--- config.mk ---
export PLATFORM = sky130hd
export DESIGN_NAME = cache_arbiter
export DESIGN_NICKNAME = d
export VERILOG_FILES = /design/src/rtl/cache_arbiter_pkg.sv /design/src/rtl/cache_arbiter_chk.sv /design/src/rtl/cache_arbiter_select.sv /design/src/rtl/cache_arbiter.sv
export SDC_FILE = /design/constraint.sdc
export NUM_CORES = 1
export LEC_CHECK = 0
export ABC_AREA = 0
export CAP_MARGIN = 20
export CELL_PAD_IN_SITES_DETAIL_PLACEMENT = 1
export CELL_PAD_IN_SITES_GLOBAL_PLACEMENT = 1
export CORE_AREA = 2 2 544 546
export DETAILED_ROUTE_END_ITERATION = 8
export DIE_AREA = 0 0 546 548
export PLACE_DENSITY = 0.33
export SLEW_MARGIN = 30
export SYNTH_ARGS = -nofsm -noshare
export SYNTH_HDL_FRONTEND = slang
export SYNTH_SLANG_ARGS = --single-unit
--- constraint.sdc ---
create_clock -name clk -period 5.7 [get_ports clk]
set_input_delay 1.14 -clock clk [delete_from_list [all_inputs] [get_ports clk]]
set_output_delay 1.14 -clock clk [all_outputs]
set_load 0.02 [all_outputs]
--- src/rtl/cache_arbiter_pkg.sv ---
// Shared types and default sizes for the cache-to-memory arbiter.
package arb_types;

    typedef enum logic [1:0] {
        IDLE   = 2'd0,
        I_BUSY = 2'd1,
        D_BUSY = 2'd2
    } arb_state_t;

    typedef enum logic {
        SRC_I = 1'b0,
        SRC_D = 1'b1
    } arb_src_t;

    localparam int ARB_LINE_WIDTH = 256;
    localparam int ARB_ADDR_WIDTH = 32;

endpackage

--- src/rtl/cache_arbiter_chk.sv ---
// Protocol checker: the D-cache must never request a read and a writeback together.
module cache_arbiter_chk (
    input logic clk,
    input logic rst,
    input logic d_pmem_read,
    input logic d_pmem_write
);

    // Flag an illegal simultaneous D read and write request.
    always @(posedge clk) begin
        if (!rst) begin
            d_rw_exclusive: assert (!(d_pmem_read && d_pmem_write));
        end
    end

endmodule

--- src/rtl/cache_arbiter_select.sv ---
// Combinational winner picker between the I-cache and D-cache requests.
// ARB_ROUND_ROBIN_EN switches the tie-break from fixed D priority to round robin.
module arb_select
    import arb_types::*;
(
    input  logic     i_req,
    input  logic     d_req,
    input  arb_src_t last_grant,
    output arb_src_t winner,
    output logic     valid
);

`ifndef ARB_ROUND_ROBIN_EN
    logic unused_s;
    assign unused_s = last_grant;
`endif

    // Pick a winner; on a tie the tie-break policy decides.
    always_comb begin
        winner = SRC_D;
        valid  = i_req | d_req;
        if (i_req && d_req) begin
`ifdef ARB_ROUND_ROBIN_EN
            winner = (last_grant == SRC_D) ? SRC_I : SRC_D;
`else
            winner = SRC_D;
`endif
        end else if (d_req) begin
            winner = SRC_D;
        end else if (i_req) begin
            winner = SRC_I;
        end else begin
            winner = SRC_D;
        end
    end

endmodule

--- src/rtl/cache_arbiter.sv ---
// Arbitrates the single physical-memory port between the I-cache and D-cache.
// Optional build macro: ARB_ROUND_ROBIN_EN (round-robin tie-break instead of fixed D priority).
module cache_arbiter
    import arb_types::*;
#(
    parameter int LINE_WIDTH = ARB_LINE_WIDTH,
    parameter int ADDR_WIDTH = ARB_ADDR_WIDTH
) (
    input  logic                  clk,
    input  logic                  rst,
    input  logic                  i_pmem_read,
    input  logic [ADDR_WIDTH-1:0] i_pmem_address,
    output logic [LINE_WIDTH-1:0] i_pmem_rdata,
    output logic                  i_pmem_resp,
    input  logic                  d_pmem_read,
    input  logic                  d_pmem_write,
    input  logic [ADDR_WIDTH-1:0] d_pmem_address,
    input  logic [LINE_WIDTH-1:0] d_pmem_wdata,
    output logic [LINE_WIDTH-1:0] d_pmem_rdata,
    output logic                  d_pmem_resp,
    output logic                  mem_read,
    output logic                  mem_write,
    output logic [ADDR_WIDTH-1:0] mem_address,
    output logic [LINE_WIDTH-1:0] mem_wdata,
    input  logic [LINE_WIDTH-1:0] mem_rdata,
    input  logic                  mem_resp
);

    arb_state_t            state_r;
    arb_state_t            next_state_s;
    arb_src_t              sel_src_s;
    arb_src_t              last_grant_s;
    logic                  sel_valid_s;
    logic                  grant_s;
    logic                  i_resp_s;
    logic                  d_resp_s;
    logic                  mem_read_r;
    logic                  mem_write_r;
    logic [ADDR_WIDTH-1:0] mem_address_r;
    logic [LINE_WIDTH-1:0] mem_wdata_r;
    logic [LINE_WIDTH-1:0] i_rdata_r;
    logic [LINE_WIDTH-1:0] d_rdata_r;

    arb_select u_select (
        .i_req      (i_pmem_read),
        .d_req      (d_pmem_read | d_pmem_write),
        .last_grant (last_grant_s),
        .winner     (sel_src_s),
        .valid      (sel_valid_s)
    );

    cache_arbiter_chk u_chk (
        .clk          (clk),
        .rst          (rst),
        .d_pmem_read  (d_pmem_read),
        .d_pmem_write (d_pmem_write)
    );

`ifdef ARB_ROUND_ROBIN_EN
    arb_src_t last_grant_r;

    // Remember which cache won the most recent grant.
    always_ff @(posedge clk) begin
        if (rst) begin
            last_grant_r <= SRC_I;
        end else if (grant_s) begin
            last_grant_r <= sel_src_s;
        end
    end

    assign last_grant_s = last_grant_r;
`else
    assign last_grant_s = SRC_I;
`endif

    // Next-state, grant and response decode.
    always_comb begin
        next_state_s = state_r;
        grant_s      = 1'b0;
        i_resp_s     = 1'b0;
        d_resp_s     = 1'b0;
        case (state_r)
            IDLE: begin
                if (sel_valid_s) begin
                    grant_s      = 1'b1;
                    next_state_s = (sel_src_s == SRC_D) ? D_BUSY : I_BUSY;
                end else begin
                    next_state_s = IDLE;
                end
            end
            I_BUSY: begin
                if (mem_resp) begin
                    i_resp_s     = ~rst;
                    next_state_s = IDLE;
                end else begin
                    next_state_s = I_BUSY;
                end
            end
            D_BUSY: begin
                if (mem_resp) begin
                    d_resp_s     = ~rst;
                    next_state_s = IDLE;
                end else begin
                    next_state_s = D_BUSY;
                end
            end
            default: begin
                next_state_s = IDLE;
            end
        endcase
    end

    // State register.
    always_ff @(posedge clk) begin
        if (rst) begin
            state_r <= IDLE;
        end else begin
            state_r <= next_state_s;
        end
    end

    // Latch the winner's request on the grant edge; drop strobes after the response.
    always_ff @(posedge clk) begin
        if (rst) begin
            mem_read_r    <= 1'b0;
            mem_write_r   <= 1'b0;
            mem_address_r <= '0;
            mem_wdata_r   <= '0;
            i_rdata_r     <= '0;
            d_rdata_r     <= '0;
        end else begin
            if (grant_s) begin
                if (sel_src_s == SRC_D) begin
                    mem_address_r <= d_pmem_address;
                    mem_wdata_r   <= d_pmem_wdata;
                    mem_write_r   <= d_pmem_write;
                    mem_read_r    <= ~d_pmem_write;
                end else begin
                    mem_address_r <= i_pmem_address;
                    mem_write_r   <= 1'b0;
                    mem_read_r    <= 1'b1;
                end
            end else if (i_resp_s || d_resp_s) begin
                mem_read_r  <= 1'b0;
                mem_write_r <= 1'b0;
            end
            if (i_resp_s) begin
                i_rdata_r <= mem_rdata;
            end
            if (d_resp_s) begin
                d_rdata_r <= mem_rdata;
            end
        end
    end

    assign mem_read     = mem_read_r;
    assign mem_write    = mem_write_r;
    assign mem_address  = mem_address_r;
    assign mem_wdata    = mem_wdata_r;
    assign i_pmem_resp  = i_resp_s;
    assign d_pmem_resp  = d_resp_s;
    // Forward the line in the response cycle, otherwise hold the last line delivered.
    assign i_pmem_rdata = i_resp_s ? mem_rdata : i_rdata_r;
    assign d_pmem_rdata = d_resp_s ? mem_rdata : d_rdata_r;

endmodule

==> results of run 1 <==
-- kinds of logic after synthesis --
family          share of synthesized area
simple gates                        0.147
flops                               0.484
compound gates                     0.0952
mux                                 0.225
buf+inv                            0.0491
xor+xnor                         0.000263
-- registers in the layout, summed over array words and instances (netlist names) --
register,flops
d_rdata_r,256
i_rdata_r,256
mem_address,32
mem_read,1
mem_wdata,256
mem_write,1
state_r,2
-- placed cells by master (no fill, tap or decap), drive strengths merged, types with 3 or more instances in the layout --
| cell type | n |
|---|---|
| o21ai | 288 |
| nand3 | 256 |
| buf | 97 |
| nor2b | 513 |
| dfxtp | 804 |
| a211oi | 32 |
| clkdlybuf4s50 | 1379 |
| clkinv | 14 |
| diode | 37 |
| nor2 | 3 |
| mux2 | 512 |
| inv | 5 |
| a21oi | 290 |
| clkbuf | 192 |
| bufinv | 6 |
| or4b | 32 |
-- metal layers --
layer / up-vias / part of all wire
li1: 13169 / -
met1: 13593 / 0.39
met2: 1123 / 0.47
met3: 385 / 0.11
met4: 112 / 0.030
met5: - / 0.0034
-- final cells by class --
cell class,instances,area (um^2)
Timing Repair Buffer,1476,14900
Clock buffer,192,3620
Multi-Input combinational cell,1939,15600
Sequential cell,804,16100
Fill cell,33414,237000
Inverter,3,11.3
Antenna cell,37,92.6
Tap cell,3919,4900
Clock inverter,24,327
-- metrics by stage --
| step | power [uW] | cell area [um^2] | worst slack [ns] |
|---|---|---|---|
| 2_1_floorplan | 7170 | 33300 | 2.35 |
| 3_3_place_gp | 8760 | 51500 | 0.558 |
| 3_5_place_dp | 8770 | 51500 | 0.564 |
| 4_1_cts | 16700 | 55500 | 0.548 |
| 5_1_grt | 17000 | 55500 | 0.502 |
| 6_report | 16200 | 55600 | 0.594 |
-- worst min path at each step --
stage / startpoint / end / slack, ns / depth (start not counted)
finish: mem_wdata[26] / mem_wdata[26] / 0.48 / 2
global route: mem_wdata[175] / mem_wdata[175] / 0.50 / 2
CTS: mem_wdata[20] / mem_wdata[20] / 0.48 / 2
detailed placement: mem_wdata[20] / mem_wdata[20] / 0.47 / 2
global placement: mem_wdata[126] / mem_wdata[126] / 0.46 / 2
floorplan: state_r[0] / state_r[1] / 0.54 / 2
-- report_power, final --
| part | switching (uW) | total [uW] | internal (uW) |
|---|---|---|---|
| registers | 104 | 5960 | 5850 |
| logic | 1420 | 2610 | 1190 |
| clock network | 3020 | 7610 | 4580 |
-- worst register-to-register path: cells and delay by family (launching register included) --
family / cells / cell delay, ns
buf+inv: 2 / 1.28
simple gates: 2 / 0.61
compound gates: 1 / 0.17
flops: 1 / 0.42
==> impl_metrics.yaml, run 1 <==
timing:
  final_hold_viol_count: 0
  hold_slack_ns: 0.476
  fmax_ghz: 0.196
  slew_violations: 0
  final.setup_skew_ns: 0.0269
  grt_setup_unrepaired: "false"
  min_period_over_period: 0.896
  worst_pin_slew_ns: 0.976
  max-slew-margin-rel: 0.349
  finalSetupViolCount: 0
  fin_setup_tns_ns: 0
  min_period_ns: 5.11
clock_network:
  root_buffer: "clkbuf_16"
  cts_tree: "yes"
  cts_hold_buf: 0
  clock-sinks: 804
  cts_buffer_depth: 4
  cts_max_level: 3
  cts_resized: 0
  numCtsBuffers: 118
  clk_latency_ns: 0.82
  clk_pin_slew_ns: 0.06
  postCtsSetupRepairBufs: 0
setup_path:
  r2r-end: "mem_wdata[136]"
  worstPathRequired_ns: 4.56
  max_stage_delay_ns: 0.67
  r2r-start: "state_r[0]"
  critical_path_class: "in2out"
  path_buf_inv: 4
  cpLargestDelayFamily: "buffers and inverters"
  rrSetupSlack_ns: 3.11
  cp-end-kind: "primary output"
  crit_fanout: 20
  crit_end: "i_pmem_rdata[62]"
  path_depth: 6
  crit_start: "mem_resp"
  cp-start-kind: "primary input"
  crit_path_frequent_cell: "clkdlybuf4s50_1"
  cp_slowest_cell: "and4bb_4"
  worst_ep_arrival_time_ns: 3.97
  reg2regPathDepth: 5
  path_cells: "clkdlybuf4s50_1 > and4bb_4 > buf_12 > buf_4 > mux2_4 > clkdlybuf4s50_1"
placement:
  dp_hpwl_um: 163000
  placed_cells: 8141
  io_buffers: 1385
  gp_congestion: 0.751
yosys:
  synth_nets: 3614
  synth_edf_count: 0
  seq_area_frac_synth: 0.484
  synth.most_common_cell: "dfxtp_1"
  synth_top_area_frac: 0.484
  yosysWarnings: 0
  yosysTopAreaCell: "dfxtp_1"
  synthCells: 3032
  ys.flop_type: "dfxtp_1"
  async_reset_ff_frac: 0
  ys_ff_latch: 804
  synth_common_cells: "dfxtp_1, nor2b_1, mux2_4, a21oi_1, o21ai_0"
  ys_types: 30
  avgSynthCellArea_um2: 11.0
  syn_area_mm2: 0.0333
  synth_area_leaders: "dfxtp_1, mux2_4, nor2b_1, a21oi_1, o21ai_0"
global_routing:
  grt_pass1_wl_um: 279000
  antenna_found_initial: 134
  grt.total_usage: 0.134
  grt_pass1_vias: 30163
  grt_busiest_layer: "met2"
  grt_overflow: 0
  grt_use_met2: 0.225
  grtUsageMet3: 0.0695
  use_met1: 0.146
  grt_max_degree: 160
detailed_routing:
  dr.pass1.iters: 4
  antenna_left: 0
  routed_wl_um: 209000
  wl_per_cell_um: 25.0
  drc: 0
  vias_per_cell: 3.38
  vias: 28382
  drt_iter0_markers: 1152
floorplan:
  ios: 1386
  fp.dieH_um: 548
  dieArea_mm2: 0.299
  num_rows: 199
  coreArea_mm2: 0.293
  start_util: 0.114
  die_x_um: 546
final_layout:
  fin_nets: 4924
  layoutNonFillerInstCount: 8394
  final_util: 0.190
  area_growth_pct: 67.0
  drive_gt1_frac: 0.186
power:
  peakVddDrop_v: 0.000242
  powerDensity_mw_per_mm2: 291
  leakage_uw: 0.0198
job:
  cap_violations: 0
worst_hold_path:
  min_path_type: "reg2reg"
outcome:
  status: "completed"
Note: power is estimated with default switching activity, not from simulation.
==> run 2, diff against run 1 <==
--- a/config.mk
+++ b/config.mk
@@ -9,11 +9,13 @@
 export CAP_MARGIN = 20
 export CELL_PAD_IN_SITES_DETAIL_PLACEMENT = 1
 export CELL_PAD_IN_SITES_GLOBAL_PLACEMENT = 1
-export CORE_AREA = 2 2 544 546
+export CORE_AREA = 2 2 543 545
+export CTS_CLUSTER_SIZE = 10
 export DETAILED_ROUTE_END_ITERATION = 8
-export DIE_AREA = 0 0 546 548
-export PLACE_DENSITY = 0.33
+export DIE_AREA = 0 0 545 547
+export PLACE_DENSITY = 0.32
 export SLEW_MARGIN = 30
 export SYNTH_ARGS = -nofsm -noshare
 export SYNTH_HDL_FRONTEND = slang
+export SYNTH_HIERARCHICAL = 1
 export SYNTH_SLANG_ARGS = --single-unit
==> run 2 against run 1 <==
Compared with the run above: wire length down 0.95%; sequential share of layout area up 0.61 points; register-to-register slack gained 0.04 ns; synthesized cell count down 3.3%; first-iteration DRC count shrank 21%; clock power increased by 1%; clock-buffer cell count up 2; worst hold slack worse by 0.023 ns; highest routed layer unchanged.
==> impl_metrics.yaml, run 2 <==
outcome:
  status: "completed"
final_layout:
  drive_gt1_frac: 0.161
  final_util: 0.186
  area_growth_pct: 69.3
  fin_area_mm2: 0.0544
  fin_nets: 4862
  mostFrequentLayoutCell: "clkdlybuf4s50_1"
  final_cell_mix: "clkdlybuf4s50_1, dfxtp_1, nor2b_1, nand2_1, mux2_4"
  layoutNonFillerInstCount: 8319
clock_network:
  cts_resized: 0
  postCtsSetupRepairBufs: 0
  cts_max_level: 3
  clk_latency_ns: 0.83
  cts_buffer_depth: 4
  clock-sinks: 804
  cts_tree: "yes"
  cts_hold_buf: 0
  clk_pin_slew_ns: 0.06
  root_buffer: "clkbuf_16"
  numCtsBuffers: 119
timing:
  slew_violations: 0
  finalSetupViolCount: 0
  fin_setup_tns_ns: 0
  final.setup_skew_ns: 0.0288
  final_hold_viol_count: 0
  fmax_ghz: 0.198
  grt_setup_unrepaired: "false"
  max-slew-margin-rel: 0.382
  min_period_over_period: 0.886
  min_period_ns: 5.05
  worst_pin_slew_ns: 0.927
floorplan:
  dieArea_mm2: 0.298
  num_rows: 199
  fp.dieH_um: 547
  coreArea_mm2: 0.293
  ios: 1386
  start_util: 0.110
  die_x_um: 545
setup_path:
  cp-start-kind: "primary input"
  crit_fanout: 36
  worst_ep_arrival_time_ns: 3.91
  worstPathRequired_ns: 4.56
  critical_path_class: "in2out"
  cp-end-kind: "primary output"
yosys:
  avgSynthCellArea_um2: 11.0
  yosysWarnings: 6
  synthCells: 2933
  syn_area_mm2: 0.0321
  synth_nets: 3515
global_routing:
  grt.total_usage: 0.133
  grt_overflow: 0
  grt_pass1_wl_um: 271000
  grt_pass1_vias: 27838
  antenna_found_initial: 133
  grt_max_degree: 146
detailed_routing:
  dr.pass1.iters: 4
  antenna_left: 0
  drt_iter0_markers: 912
  drc: 0
  wl_met2_um: 97200
  wl_per_cell_um: 24.9
  vias: 26618
  vias_per_cell: 3.20
  wl_met3_um: 25400
  routed_wl_um: 208000
  wl_met1_um: 80400
  topRoutingLayerUsed: "met5"
placement:
  placed_cells: 8077
  dp_hpwl_um: 165000
  io_buffers: 1385
  gp_congestion: 0.802
  place_area_mm2: 0.0503
job:
  cap_violations: 0
power:
  leakage_uw: 0.0201
  powerDensity_mw_per_mm2: 303
  peakVddDrop_v: 0.000234
  post-layout-total-power_uw: 16500
worst_hold_path:
  min_path_type: "reg2reg"
run 2: worst max-delay path, cell delays in order:
cell and delay (ns):
clkdlybuf4s50_1 0.56, and4bb_4 0.57, buf_12 0.36, buf_4 0.24, mux2_1 0.35, clkdlybuf4s50_1 0.61
run 2: power breakdown:
| group | switching, uW | internal, uW |
|---|---|---|
| clock | 3020 | 4690 |
| combinational | 1530 | 1240 |
| sequential | 125 | 5880 |
| total | 4680 | 11800 |
run 2: worst paths after layout:
path	start	slack, ns	endpoint	cells after the start
setup reg to reg	state_r[0]	3.15	i_rdata_r[223]	5
setup / recovery	mem_resp	0.65	d_pmem_rdata[21]	6
hold / removal	mem_wdata[200]	0.45	mem_wdata[200]	2
hold reg to reg	mem_wdata[200]	0.45	mem_wdata[200]	2
run 2: cell type report:
class	instances	area, um^2
clock inverter	21	382
antenna	26	65.1
sequential	804	16100
clock buffer	194	3610
fill	33315	238000
tap	3919	4900
inverter	1	3.75
multi-input combinational	1910	14800
timing repair buffer	1444	14600
run 2: through the flow:
stage	worst slack [ns]	hold WS, ns
6_report	0.651	0.453
5_1_grt	0.508	0.476
4_1_cts	0.554	0.454
3_5_place_dp	0.577	0.448
3_3_place_gp	0.582	0.441
2_1_floorplan	2.36	0.533
run 2: metal layers:
metal	track usage	vias up
li1	-	12401
met1	0.148	12643
met2	0.225	1146
met3	0.0725	336
met4	0.0240	92
met5	0	-
==> run 3, diff against run 2 <==
--- a/config.mk
+++ b/config.mk
@@ -13,7 +13,8 @@
 export CTS_CLUSTER_SIZE = 10
 export DETAILED_ROUTE_END_ITERATION = 8
 export DIE_AREA = 0 0 545 547
-export PLACE_DENSITY = 0.32
+export PLACE_DENSITY_LB_ADDON = 0.1
+export SKIP_CTS_REPAIR_TIMING = 1
 export SLEW_MARGIN = 30
 export SYNTH_ARGS = -nofsm -noshare
 export SYNTH_HDL_FRONTEND = slang
==> run 3 against run 2 <==
Compared with the run above: combinational power fell by 2%; core utilization decreased by 0.058 points; register-to-register slack improved by 0.14 ns; die area is the same; sequential share of layout area increased by 0.093 points; power fell by 1.5%; worst hold slack is essentially flat; sequential power about the same; maximum frequency increased by 2.0%; first-iteration DRC count fell by 12%.
==> impl_metrics.yaml, run 3 (same netlist as run 2, synthesis figures left out) <==
outcome:
  status: "completed"
timing:
  worst_pin_slew_ns: 1.02
  final_hold_viol_count: 0
  max-slew-margin-rel: 0.319
  finalSetupViolCount: 0
  fmax_ghz: 0.202
  min_period_ns: 4.95
  fin_setup_tns_ns: 0
  min_period_over_period: 0.869
  final.setup_skew_ns: 0.0384
  slew_violations: 0
  grt_setup_unrepaired: "false"
global_routing:
  grt_max_degree: 153
  antenna_found_initial: 103
  grt.total_usage: 0.129
  grt_pass1_vias: 27595
  grt_pass1_wl_um: 262000
  grt_overflow: 0
worst_hold_path:
  min_path_type: "reg2reg"
  hold_depth: 2
  min_to: "mem_wdata[148]"
  min-delay-start: "mem_wdata[148]"
detailed_routing:
  wl_per_cell_um: 24.1
  vias: 26202
  wl_met2_um: 93600
  dr.pass1.iters: 4
  routed_wl_um: 201000
  antenna_left: 0
  wl_met1_um: 75400
  topRoutingLayerUsed: "met5"
  drc: 0
  wl_met3_um: 25300
  vias_per_cell: 3.15
  drt_iter0_markers: 803
setup_path:
  r2r-end: "i_rdata_r[2]"
  cp-end-kind: "primary output"
  cp-start-kind: "primary input"
  worst_ep_arrival_time_ns: 3.81
  cp_slowest_cell: "clkdlybuf4s50_1"
  crit_path_frequent_cell: "clkdlybuf4s50_1"
  r2r-start: "state_r[0]"
  max_stage_delay_ns: 0.73
  cpLargestDelayFamily: "buffers and inverters"
  rrSetupSlack_ns: 3.29
  path_buf_inv: 4
  critical_path_class: "in2out"
  crit_fanout: 29
  path_cells: "clkdlybuf4s50_1 > and4bb_4 > buf_12 > buf_4 > mux2_4 > clkdlybuf4s50_1"
  reg2regPathDepth: 4
  worstPathRequired_ns: 4.56
floorplan:
  fp.dieH_um: 547
  ios: 1386
  start_util: 0.110
  die_x_um: 545
  coreArea_mm2: 0.293
  dieArea_mm2: 0.298
  num_rows: 199
final_layout:
  drive_gt1_frac: 0.158
  final_cell_mix: "clkdlybuf4s50_1, dfxtp_1, nor2b_1, nand2_1, mux2_4"
  seq_area_mm2: 0.0161
  area_growth_pct: 68.8
  nFillCells: 33210
  multi_input_area_mm2: 0.0148
  fin_nets: 4854
  layoutNonFillerInstCount: 8306
  mostFrequentLayoutCell: "clkdlybuf4s50_1"
placement:
  io_buffers: 1385
  dp_hpwl_um: 156000
  placed_cells: 8068
  gp_congestion: 0.784
clock_network:
  cts_max_level: 3
  clk_pin_slew_ns: 0.06
  cts_tree: "yes"
  clock-sinks: 804
  clk_latency_ns: 0.86
  cts_buffer_depth: 4
  numCtsBuffers: 121
  root_buffer: "clkbuf_16"
job:
  cap_violations: 0
power:
  peakVddDrop_v: 0.000214
  powerDensity_mw_per_mm2: 299
  leakage_uw: 0.0200
[run 3: cell types whose count changed in the layout (fill, tap and decap cells not counted), moves of 2 or more]
cell             previous run  this run
clkinv_4                    2         0
clkdlybuf4s50_1          1378      1381
clkbuf_16                 119       123
clkinv_2                    5        11
buf_4                      41        28
bufinv_16                   9         3
clkinv_8                    2         0
diode_2                    26        32
clkbuf_1                   40        34
clkbuf_8                   35        32
clkinv_16                   0         2
[run 3: worst register-to-register path: cells and delay by family (launching register included)]
family	cells	cell delay, ns
buf+inv	1	0.54
simple gates	2	0.68
flops	1	0.59
mux	1	0.46
[run 3: cell type report]
type | instances | share of cell area
clock buffers | 189 | 0.0672
flip-flops and latches | 804 | 0.297
repair buffers | 1434 | 0.268
clock inverters | 17 | 0.00394
inverters | 1 | 0.0000692
well taps | 3919 | 0.0904
diodes | 32 | 0.00148
multi-input cells | 1910 | 0.273
[run 3: power breakdown]
| part | internal [uW] | total (uW) | switching, uW |
|---|---|---|---|
| clock network | 4470 | 7500 | 3040 |
| registers | 5880 | 6010 | 126 |
| logic | 1230 | 2720 | 1500 |
| total | 11600 | 16200 | 4660 |
[run 3: worst max-delay path by stage]
stage,from,endpoint,slack [ns],cells past startpoint
2_1_floorplan,rst,i_pmem_rdata[246],2.36,5
3_3_place_gp,mem_resp,d_pmem_rdata[118],0.69,6
3_5_place_dp,mem_resp,d_pmem_rdata[118],0.69,6
4_1_cts,mem_resp,d_pmem_rdata[118],0.68,6
5_1_grt,mem_resp,d_pmem_rdata[118],0.65,6
6_report,mem_resp,d_pmem_rdata[35],0.75,6
[run 3: layer usage]
metal	up-vias	GRT usage
li1	12353	-
met1	12419	0.137
met2	1032	0.214
met3	312	0.0724
met4	86	0.0399
met5	-	0
[run 3: through the flow]
stage	cell area (um^2)	setup WS [ns]	utilization	power (uW)	hold slack, ns
after floorplan	32100	2.36	-	7270	0.533
after global placement	50300	0.691	0.172	8940	0.441
after detailed placement	50300	0.690	0.172	8930	0.448
after CTS	54200	0.679	0.185	16800	0.457
after global routing	54200	0.651	0.185	17000	0.475
final	54300	0.749	0.185	16200	0.452
